===== config.mk =====
export PLATFORM = sky130hd
export DESIGN_NAME = mult_share_arbiter
export DESIGN_NICKNAME = d
export VERILOG_FILES = /design/src/rtl/mult_share_arbiter.sv
export SDC_FILE = /design/constraint.sdc
export NUM_CORES = 1
export LEC_CHECK = 0
export CORE_AREA = 3 3 177 179
export CTS_CLUSTER_DIAMETER = 80
export CTS_CLUSTER_SIZE = 14
export DETAILED_ROUTE_END_ITERATION = 7
export DIE_AREA = 0 0 180 182
export DONT_BUFFER_PORTS = 1
export SLEW_MARGIN = 20
export SYNTH_ARGS = -nofsm -noshare
export SYNTH_HDL_FRONTEND = slang
export SYNTH_SLANG_ARGS = --single-unit

===== constraint.sdc =====
create_clock -name clk -period 8.9 [get_ports clk]
set_clock_uncertainty 0.1 [all_clocks]
set_input_delay 0.445 -clock clk [delete_from_list [all_inputs] [get_ports clk]]
set_output_delay 0.445 -clock clk [all_outputs]
set_load 0.005 [all_outputs]

===== src/rtl/mult_share_arbiter.sv =====
// mult_share_arbiter
//   Round-robin arbiter/sequencer sharing one signed multiplier among NREQ
//   requesters. One operand pair is accepted at a time, held on the
//   multiplier pins for MULT_LAT cycles with mult_en high, and the product is
//   returned on a single tagged response channel with backpressure.
//
// Ports:
//   clk, rst          clock (rising edge), asynchronous active-high reset
//   req_valid/ready   per-requester handshake (ready is one-hot or zero)
//   req_a, req_b      packed operands, requester i at [i*WIDTH +: WIDTH]
//   resp_valid/ready  product handshake
//   resp_data, resp_id  2*WIDTH product and owning requester index
//   busy              high whenever an operation is in progress
//   mult_a/b, mult_en to the shared multiplier
//   mult_out          from the shared multiplier
module mult_share_arbiter #(
  parameter int WIDTH    = 32,
  parameter int NREQ     = 4,
  parameter int MULT_LAT = 2
) (
  input  logic                      clk,
  input  logic                      rst,
  input  logic [NREQ-1:0]           req_valid,
  output logic [NREQ-1:0]           req_ready,
  input  logic [NREQ*WIDTH-1:0]     req_a,
  input  logic [NREQ*WIDTH-1:0]     req_b,
  output logic                      resp_valid,
  input  logic                      resp_ready,
  output logic [2*WIDTH-1:0]        resp_data,
  output logic [$clog2(NREQ)-1:0]   resp_id,
  output logic                      busy,
  output logic [WIDTH-1:0]          mult_a,
  output logic [WIDTH-1:0]          mult_b,
  output logic                      mult_en,
  input  logic [2*WIDTH-1:0]        mult_out
);

  localparam int IDW = $clog2(NREQ);
  localparam int CW  = (MULT_LAT > 1) ? $clog2(MULT_LAT) : 1;

  typedef enum logic [1:0] {
    S_IDLE,
    S_WAIT,
    S_RESP
  } state_t;

  state_t           state, state_nxt;
  logic [IDW-1:0]   rr_ptr;
  logic [IDW-1:0]   grant;
  logic             found;
  logic [CW-1:0]    cnt;
  logic             cnt_last;

  assign cnt_last = (cnt == CW'(MULT_LAT - 1));

  // Rotating priority search starting at rr_ptr.
  always_comb begin
    logic [IDW-1:0] idx;
    found = 1'b0;
    grant = '0;
    idx   = '0;
    for (int unsigned k = 0; k < NREQ; k++) begin
      idx = IDW'((int'(rr_ptr) + int'(k)) % NREQ);
      if (!found && req_valid[idx]) begin
        found = 1'b1;
        grant = idx;
      end
    end
  end

  // req_ready is combinational from req_valid; forced low while rst is held
  // so that nothing looks accepted during reset.
  always_comb begin
    req_ready = '0;
    if (state == S_IDLE && found && !rst) begin
      req_ready[grant] = 1'b1;
    end
  end

  always_comb begin
    state_nxt = state;
    case (state)
      S_IDLE: if (found)                   state_nxt = S_WAIT;
      S_WAIT: if (cnt_last)                state_nxt = S_RESP;
      S_RESP: if (resp_ready)              state_nxt = S_IDLE;
      default:                             state_nxt = S_IDLE;
    endcase
  end

  assign mult_en    = (state == S_WAIT);
  assign resp_valid = (state == S_RESP);
  assign busy       = (state != S_IDLE);

  always_ff @(posedge clk or posedge rst) begin
    if (rst) begin
      state     <= S_IDLE;
      rr_ptr    <= '0;
      cnt       <= '0;
      mult_a    <= '0;
      mult_b    <= '0;
      resp_id   <= '0;
      resp_data <= '0;
    end else begin
      state <= state_nxt;
      case (state)
        S_IDLE: begin
          if (found) begin
            mult_a  <= req_a[grant*WIDTH +: WIDTH];
            mult_b  <= req_b[grant*WIDTH +: WIDTH];
            resp_id <= grant;
            rr_ptr  <= IDW'((int'(grant) + 1) % NREQ);
            cnt     <= '0;
          end
        end
        S_WAIT: begin
          cnt <= cnt + CW'(1);
          if (cnt_last) begin
            resp_data <= mult_out;
          end
        end
        default: ;
      endcase
    end
  end

endmodule


==> impl_metrics.tcl <==
set metrics [dict create \
    layout_commonest_cell "dfrtp_1" \
    post_drt_wl_per_cell_um 26.40 \
    dr.pass1.iters 5 \
    multi_input_area_sq_um 3415 \
    top_usage_layer "met2" \
    rsz0062_at_grt "false" \
    rr_worst_depth 6 \
    path_class "reg -> out" \
    vias 6156 \
    cts_tree "built" \
    reg2reg_slack_ns 6.50 \
    tns_ns 0 \
    synthArstFlopShare_pct 100.0 \
    fin_util_pct 26.78 \
    io_pins 464 \
    drcViolationCount 0 \
    vdd_drop_max_uv 146.0 \
    syn2layout_area_growth_pct 11.03 \
    finalPower_w 0.003063 \
    drt-total-wl_um 28490 \
    cts-resized-gates 0 \
    p_leak_nw 3.128 \
    n_fill_cell 3169 \
    startpoint_type "register" \
    avgViaCountPerCell 5.705 \
    synthesis.area_sq_um 7168 \
    slew_headroom_pct 40.03 \
    ys_seq_area_share_pct 47.13 \
    syn_avg_cell_area_sq_um 9.860 \
    end_kind "output port" \
    cts_max_level 4 \
    crit_chain "nor2b_1, o21ai_4, buf_4, buf_4, nand3_1, nor3_1" \
    cts_buffer_depth 2 \
    grt_usage_pct 16.45 \
    critPathMaxStageDelay_ns 0.59 \
    powerDensity_nw_per_um2 384.9 \
    placed_area_sq_um 7387 \
    clkSinkCount 135 \
    finalMaxSlewViolations 0 \
    yosys_warnings 0 \
    ys_types 37 \
    status "completed" \
    core-area_sq_um 29720 \
    final_cell_mix "dfrtp_1 (135), nor2_1 (70), a21oi_1 (69)" \
    worstPathRequired_ns 8.36 \
    fin_crit_ns 2.978 \
    min_to "state[1]" \
    grt_use_met3_pct 5.369 \
    tightest_slew_ns 0.8996 \
    grt_max_degree 84 \
    cp.depth 6 \
    r2r_end "mult_a[3]" \
    regToRegStartpoint "rr_ptr[1]" \
    crit_buf_inv 2 \
    path_common_cell "buf_4" \
    start_util_pct 24.12 \
    grt_pass1_wl_um 40830 \
    num_rows 63 \
    ys_ff_latch 135 \
    fp.dieArea_sq_um 32760 \
    synth_edf_count 0 \
    die-width_um 180 \
    postCtsSetupBuffers 0 \
    period_share_pct 33.46 \
    insertion_delay_ns 0.41 \
    hold_buffers 1 \
    dp_hpwl_um 20080 \
    fp.dieH_um 182 \
    cts_root_buf "clkbuf_16" \
    syn_nets 1054 \
    seq_area_sq_um 3378 \
    grt_pass1_vias 6109 \
    cts_buffers 17 \
    crit_slowest_cell "dfrtp_1" \
    whs_path_depth 1 \
    timing.max_cap.violations 0 \
    fmax_mhz 335.8 \
    clk_pin_slew_ns 0.06 \
    grt_use_met1_pct 18.95 \
    crit_family "buffers and inverters" \
    gp_congestion 0.8012 \
    grt_overflow_total 0 \
    finalHoldViolCount 0 \
    nNetsFinal 1002 \
    synth_cells 727 \
    drt-initial-drc-count 429 \
    crit_fanout 39 \
    synth_ff_type "dfrtp_1" \
    worstHoldPathType "in -> reg" \
    setup_viol_count_final 0 \
    antenna_found_initial 4 \
    drive_gt1_share_pct 17.30 \
    grt.met2_usage_pct 28.78 \
    cp.arrival_ns 2.43 \
    fin_area_sq_um 7959 \
    port_buffers 0 \
    postRouteAntennaNets 0 \
    min_from "resp_ready" \
    startpoint "rr_ptr[1]" \
]
## cells by family (layout without fill, tap and decap cells)
family / Yosys count / in the layout / share of synthesized area, %
buffers and inverters: 88 / 49 / 5.778
muxes: 64 / 64 / 10.05
DFF: 135 / 135 / 47.13
other: 0 / 1 / 0
and+or+nand+nor: 160 / 160 / 11.47
AOI/OAI and AO/OA: 279 / 279 / 25.45
xor gates and xnor gates: 1 / 1 / 0.1222
## Yosys cell counts (2+ instances only)
master / n / area (sq um)
dfrtp_1: 135 / 3378
a21oi_1: 70 / 350.3
nor2_1: 70 / 262.8
and3_1: 67 / 419.2
a22oi_1: 64 / 480.5
a31oi_1: 64 / 400.4
mux2_2: 64 / 720.7
o211ai_1: 64 / 480.5
clkbuf_1: 41 / 153.9
buf_2: 33 / 165.2
o21ai_0: 9 / 45.04
buf_6: 5 / 56.30
inv_1: 5 / 18.77
nand2b_1: 5 / 31.28
nand2_1: 4 / 15.01
nor2b_1: 3 / 18.77
nor3_1: 3 / 15.01
buf_1: 2 / 7.510
## worst reg2reg max path: stages (launching register included)
cell     delay, ns
dfrtp_1       0.59
o21ai_0       0.17
a211o_2       0.31
buf_4         0.26
buf_4         0.31
a22oi_1       0.40
a31oi_1       0.13
## metrics by stage
| stage | std cells | worst slack [ns] | hold WS [ns] |
|---|---|---|---|
| final | 1079 | 5.922 | 0.03081 |
| after global routing | 1079 | 5.692 | 0.02935 |
| after CTS | 1078 | 5.878 | 0.001041 |
| after detailed placement | 1045 | 6.221 | 0.3802 |
| after global placement | 1045 | 6.227 | 0.3821 |
| after floorplan | 727 | 4.617 | 0.3489 |
## area by class of cell
type	instances	area share, %
repair buffers	12	1.163
inverters	5	0.2987
flip-flops and latches	135	42.45
diodes	1	0.03144
clock inverters	15	1.682
clock buffers	17	5.345
well taps	390	6.131
multi-input cells	504	42.90
## report_power, final
part | switching, W | internal (W)
Combinational | 0.000666 | 0.000467
Sequential | 0.000314 | 0.000938
Clock | 0.000310 | 0.000367
## sequential cells by signal, indices dropped and copies added (netlist names)
name and flops:
cnt 1, mult_b 32, resp_id 2, mult_a 32, state 2, rr_ptr 2
resp_data 64
## how the worst max path moves through the flow
stage	to	slack [ns]
floorplan	req_ready[0]	4.62
global placement	req_ready[3]	6.23
detailed placement	req_ready[2]	6.22
CTS	req_ready[3]	5.88
global route	req_ready[3]	5.69
finish	req_ready[3]	5.92
## per-layer routing
metal / part of all wire [%] / vias up
li1: - / 2645
met1: 37 / 3009
met2: 51 / 451
met3: 9.4 / 45
met4: 2.7 / 6
met5: 0.18 / -
(Power assumes the default switching activity.)
